==> config.mk <==
export PLATFORM = sky130hd
export DESIGN_NAME = mem_fabric
export DESIGN_NICKNAME = d
export VERILOG_FILES = /design/src/rtl/soc_pkg.sv /design/src/rtl/mem_fabric_decode.sv /design/src/rtl/mem_fabric.sv
export SDC_FILE = /design/constraint.sdc
export NUM_CORES = 1
export LEC_CHECK = 0
export BUFFER_PORTS_ARGS = -buffer_cell sky130_fd_sc_hd__buf_2
export CAP_MARGIN = 20
export CORE_AREA = 2 2 173 175
export DETAILED_ROUTE_END_ITERATION = 16
export DIE_AREA = 0 0 175 177
export REMOVE_ABC_BUFFERS = 1
export SLEW_MARGIN = 20
export SYNTH_ARGS = -nofsm -noshare
export SYNTH_HDL_FRONTEND = slang
export SYNTH_SLANG_ARGS = --single-unit
==> constraint.sdc <==
create_clock -name clk -period 4.05 [get_ports clk]
set_input_delay 0.2025 -clock clk [delete_from_list [all_inputs] [get_ports clk]]
set_output_delay 0.2025 -clock clk [all_outputs]
set_load 0.02 [all_outputs]
==> src/rtl/soc_pkg.sv <==
// soc_pkg: shared FSM encoding, error data default and standard SoC region map
package soc_pkg;
  typedef enum logic [1:0] {IDLE = 2'd0, BUSY = 2'd1, RESP = 2'd2} state_t;
  localparam logic [31:0] ERR_RDATA_DEF = 32'hDEAD_BEEF;
  localparam logic [31:0] ROM_BASE  = 32'h0000_0000;
  localparam logic [31:0] FRAM_BASE = 32'h1000_0000;
  localparam logic [31:0] RAM_BASE  = 32'h2000_0000;
  localparam logic [31:0] PWR_BASE  = 32'h4000_0000;
  localparam logic [31:0] UART_BASE = 32'h4000_1000;
  localparam logic [31:0] SPI_BASE  = 32'h4000_5000;
  localparam logic [31:0] SHA_BASE  = 32'h4000_6000;
  localparam logic [31:0] MEM_MASK  = 32'hF000_0000;
  localparam logic [31:0] PER_MASK  = 32'hFFFF_F000;
  function automatic int sel_w(input int n);
    return (n > 1) ? $clog2(n) : 1;
  endfunction
endpackage

==> src/rtl/mem_fabric_decode.sv <==
// mem_fabric_decode: combinational address decode, lowest matching slave index wins
module mem_fabric_decode import soc_pkg::*; #(
  parameter int NUM_SLV = 7,
  parameter logic [32*NUM_SLV-1:0] SLV_BASE = '0,
  parameter logic [32*NUM_SLV-1:0] SLV_MASK = '0
) (
  input  logic [31:0]                addr,
  output logic                       hit,
  output logic [sel_w(NUM_SLV)-1:0] idx
);
  localparam int SW = sel_w(NUM_SLV);
  // scan from the top down so the lowest matching index is the one left standing
  always_comb begin
    hit = 1'b0;
    idx = '0;
    for (int i = NUM_SLV - 1; i >= 0; i--) begin
      if ((addr & SLV_MASK[32*i +: 32]) == SLV_BASE[32*i +: 32]) begin
        hit = 1'b1;
        idx = i[SW-1:0];
      end
    end
  end
endmodule

==> src/rtl/mem_fabric.sv <==
// mem_fabric: single-master to NUM_SLV-slave fabric; optional BUSY timeout via MEM_FABRIC_TIMEOUT_EN
module mem_fabric import soc_pkg::*; #(
  parameter int NUM_SLV = 7,
  parameter logic [32*NUM_SLV-1:0] SLV_BASE = '0,
  parameter logic [32*NUM_SLV-1:0] SLV_MASK = '0,
  parameter int TIMEOUT_CYCLES = 1024,
  parameter logic [31:0] ERR_RDATA = ERR_RDATA_DEF
) (
  input  logic                    clk,
  input  logic                    reset,
  input  logic                    m_valid,
  input  logic [31:0]             m_addr,
  input  logic [31:0]             m_wdata,
  input  logic [3:0]              m_wstrb,
  output logic                    m_ready,
  output logic [31:0]             m_rdata,
  output logic [NUM_SLV-1:0]      s_valid,
  output logic [31:0]             s_addr,
  output logic [31:0]             s_wdata,
  output logic [3:0]              s_wstrb,
  input  logic [NUM_SLV-1:0]      s_ready,
  input  logic [32*NUM_SLV-1:0]   s_rdata,
  output logic                    err_pulse,
  output logic [31:0]             err_addr
);
  localparam int SW = sel_w(NUM_SLV);
  state_t state, state_n;
  logic [SW-1:0] sel, dec_idx;
  logic dec_hit, s_ack, tmo;
  mem_fabric_decode #(
    .NUM_SLV (NUM_SLV),
    .SLV_BASE(SLV_BASE),
    .SLV_MASK(SLV_MASK)
  ) u_decode (
    .addr(m_addr),
    .hit (dec_hit),
    .idx (dec_idx)
  );
  assign s_valid = (state == BUSY) ? NUM_SLV'(1) << sel : '0;
  assign m_ready = state == RESP;
  assign s_ack   = |(s_ready & s_valid);
`ifdef MEM_FABRIC_TIMEOUT_EN
  localparam int CW = $clog2(TIMEOUT_CYCLES + 1);
  logic [CW-1:0] cnt;
  // BUSY cycle counter, held at zero outside BUSY so it starts clean on entry
  always_ff @(posedge clk or posedge reset) begin
    if (reset) cnt <= '0;
    else cnt <= (state == BUSY) ? cnt + 1'b1 : '0;
  end
  assign tmo = (state == BUSY) && (cnt == CW'(TIMEOUT_CYCLES - 1));
`else
  assign tmo = 1'b0;
`endif
  // state register
  always_ff @(posedge clk or posedge reset) begin
    if (reset) state <= IDLE;
    else state <= state_n;
  end
  // next state: decode miss skips BUSY, slave completion beats timeout
  always_comb begin
    state_n = state;
    case (state)
      IDLE:    state_n = m_valid ? (dec_hit ? BUSY : RESP) : IDLE;
      BUSY:    state_n = (s_ack || tmo) ? RESP : BUSY;
      default: state_n = IDLE;
    endcase
  end
  // request latch, response data and error reporting
  always_ff @(posedge clk or posedge reset) begin
    if (reset) begin
      sel       <= '0;
      s_addr    <= '0;
      s_wdata   <= '0;
      s_wstrb   <= '0;
      m_rdata   <= '0;
      err_pulse <= 1'b0;
      err_addr  <= '0;
    end else begin
      err_pulse <= 1'b0;
      if (state == IDLE && m_valid) begin
        s_addr  <= m_addr;
        s_wdata <= m_wdata;
        s_wstrb <= m_wstrb;
        sel     <= dec_hit ? dec_idx : '0;
        if (!dec_hit) begin
          m_rdata   <= ERR_RDATA;
          err_pulse <= 1'b1;
          err_addr  <= m_addr;
        end
      end
      if (state == BUSY && s_ack) begin
        m_rdata <= s_rdata[32*sel +: 32];
      end else if (tmo) begin
        m_rdata   <= ERR_RDATA;
        err_pulse <= 1'b1;
        err_addr  <= s_addr;
      end
    end
  end
endmodule
==> flow_metrics.py <==
metrics = {
    "status": {
        "outcome": "finished, final reports clean",
    },
    "synth": {
        "yosysWarningCount": 0,
        "syn-instance-count": 261,
        "seq_area_frac_synth": 0.619,
        "synth_largest_area_cell": "dfrtp_1",
        "ys_top_cells_by_area": "dfrtp_1, mux2_2, buf_4",
        "yosysMostFrequentCell": "dfrtp_1",
        "syn_avg_cell_area_sq_um": 15.8,
        "synth-edff-count": 0,
        "synth_cell_type_count": 13,
        "async_flop_share": 1.00,
        "ys.flop_type": "dfrtp_1",
        "synthTopCellsByCount": "dfrtp_1, mux2_2, buf_4",
        "synth_seq_cells": 102,
        "syn_area_sq_um": 4120,
        "synth_top_cell_area_share": 0.619,
    },
    "detailed_routing": {
        "detail-route-antenna-nets": 0,
        "drtIter0Drc": 58,
        "routed_via_density": 3.16,
        "dr.pass1.iters": 3,
        "drc": 0,
        "vias": 2736,
        "wl_per_cell_um": 13.0,
        "wirelength_um": 11300,
    },
    "final_layout": {
        "nets": 773,
        "syn_to_final_growth_pct": 40.1,
        "drive_gt1_frac": 0.643,
    },
    "power": {
        "swShare": 0.382,
        "peakVddDrop_mv": 0.291,
        "switchingPower_w": 0.00164,
        "pwr-share-clk": 0.212,
        "powerDensity_nw_per_um2": 746,
        "leakage_nw": 2.73,
        "power_w": 0.00431,
        "p_comb_frac": 0.402,
        "p_int_w": 0.00266,
        "seqPwrFrac": 0.386,
    },
    "clock_network": {
        "cts_resized": 0,
        "cts_root_buf": "clkbuf_16",
        "cts_buffer_depth": 2,
        "path_clk_slew_ns": 0.07,
        "clkSinkCount": 102,
        "cts_made_buffers": 9,
        "cts_max_level": 3,
        "cts_tree": "built",
        "clkLatencyLatePin_ns": 0.34,
    },
    "sta": {
        "tightest_slew_ns": 0.932,
        "slew_violations": 0,
        "fmax_mhz": 510,
        "hold_viol": 0,
        "rsz0062_at_grt": "no",
        "setup_tns_ns": 0,
        "finalSetupViolations": 0,
        "fin_skew_ns": 0.00812,
        "max_slew_margin": 0.375,
        "fin_crit_ns": 1.96,
        "period_share": 0.484,
    },
    "floorplan": {
        "core_sq_um": 29200,
        "die_w_um": 175,
        "dieArea_sq_um": 31000,
        "num_rows": 63,
        "start_util": 0.141,
        "ioPinCount": 443,
        "die_h_um": 177,
    },
    "worst_setup_path": {
        "reg2reg_depth": 2,
        "path_max_fanout": 33,
        "cp-start-kind": "flop",
        "worst-endpoint-arrival_ns": 2.19,
        "end_kind": "flop",
        "required_ns": 4.28,
        "path_class": "reg -> reg",
    },
    "global_routing": {
        "grt_overflow_total": 0,
        "grt_pass1_vias": 2676,
        "antenna_found_initial": 2,
        "grt_start_max_net_pins": 73,
        "grt_pass1_wl_um": 16400,
        "grt_use_total": 0.0728,
    },
    "placed_design": {
        "place_congestion": 0.698,
        "dp_hpwl_um": 8590,
        "port_buffers": 205,
    },
    "hold_path": {
        "hold_path_class": "in -> reg",
        "hold_depth": 2,
    },
    "run": {
        "cap_violations": 0,
    },
}
==> layer usage <==
metal  up-vias  wire (um)  global-route usage
met5         -          0                   0
met4         0        120              0.0219
met3         7       1560              0.0449
met2       175       4790               0.107
met1      1320       4850              0.0881
li1       1234          -                   -
==> final timing paths <==
kind	from	endpoint	slack [ns]
max in group asynchronous	reset	m_rdata[29]	2.63
hold / removal	m_wdata[12]	s_wdata[12]	0.07
setup / recovery	state[1]	m_rdata[28]	2.09
hold reg to reg	s_wdata[0]	s_wdata[0]	0.48
setup reg to reg	state[1]	m_rdata[28]	2.09
min in group asynchronous	reset	m_rdata[10]	0.35
==> logic make-up (layout without fill, tap and decap cells) <==
family	count (synthesis)	count (layout)	synth area share
other	1	40	0.000910
buffers and inverters	51	228	0.0920
and+or+nand+nor	6	6	0.0134
DFF	102	102	0.619
AOI/OAI and AO/OA	1	1	0.00121
muxes	100	100	0.273
==> worst max-delay path, cell delays in order, from the launching register on <==
cell and delay, ns:
dfrtp_1 0.44, nand3b_2 0.83, mux2_2 0.56
==> what timing repair did <==
action | CTS | global route
hold buffers | 0 | 1
buffers inserted | 0 | 0
hold endpoints to repair | 0 | 20
==> stage by stage <==
stage | hold WS [ns] | worst slack, ns | cells | cell area [sq um] | util
after global routing | 0.0403 | 1.92 | 866 | 5770 | 0.197
after CTS | 0.0386 | 2.04 | 864 | 5730 | 0.196
after detailed placement | 0.423 | 2.05 | 848 | 5430 | 0.186
after floorplan | 0.337 | 1.17 | 250 | 3890 | -
final | 0.0668 | 2.09 | 867 | 5770 | 0.197
after global placement | 0.423 | 2.08 | 848 | 5430 | 0.186
==> state kept, by name, indices dropped and copies added (netlist names) <==
register and cells:
s_addr 32, m_rdata 32, state 2, s_wdata 32
s_wstrb 4
==> layout make-up <==
type                    count  area [sq um]
repair buffers            210          1090
multi-input cells         146          1330
inverters                   2          10.0
diodes                      1          2.50
fillers                  3203         23500
well taps                 390           488
clock buffers              13           260
flip-flops and latches    102          2550
clock inverters             3          42.5
==> power by group through the flow <==
stage	combinational [W]	clock, W	sequential, W
floorplan	0.000525	0	0.00223
global placement	0.00176	0	0.00166
detailed placement	0.00177	0	0.00169
CTS	0.00177	0.000975	0.00167
global route	0.00186	0.00101	0.00173
finish	0.00173	0.000915	0.00166
==> layout by cell type (no fill, tap or decap), types with 2 or more instances in the layout <==
cell type,Yosys,final
nor2b_1,2,2
nand2b_1,2,2
mux2_1,20,20
mux2_2,80,80
buf_4,43,3
clkbuf_16,0,9
dfrtp_1,102,102
buf_2,3,205
clkbuf_8,0,2
conb_1,1,39
clkbuf_1,0,2
No activity file was read; power rests on OpenSTA's default activity.
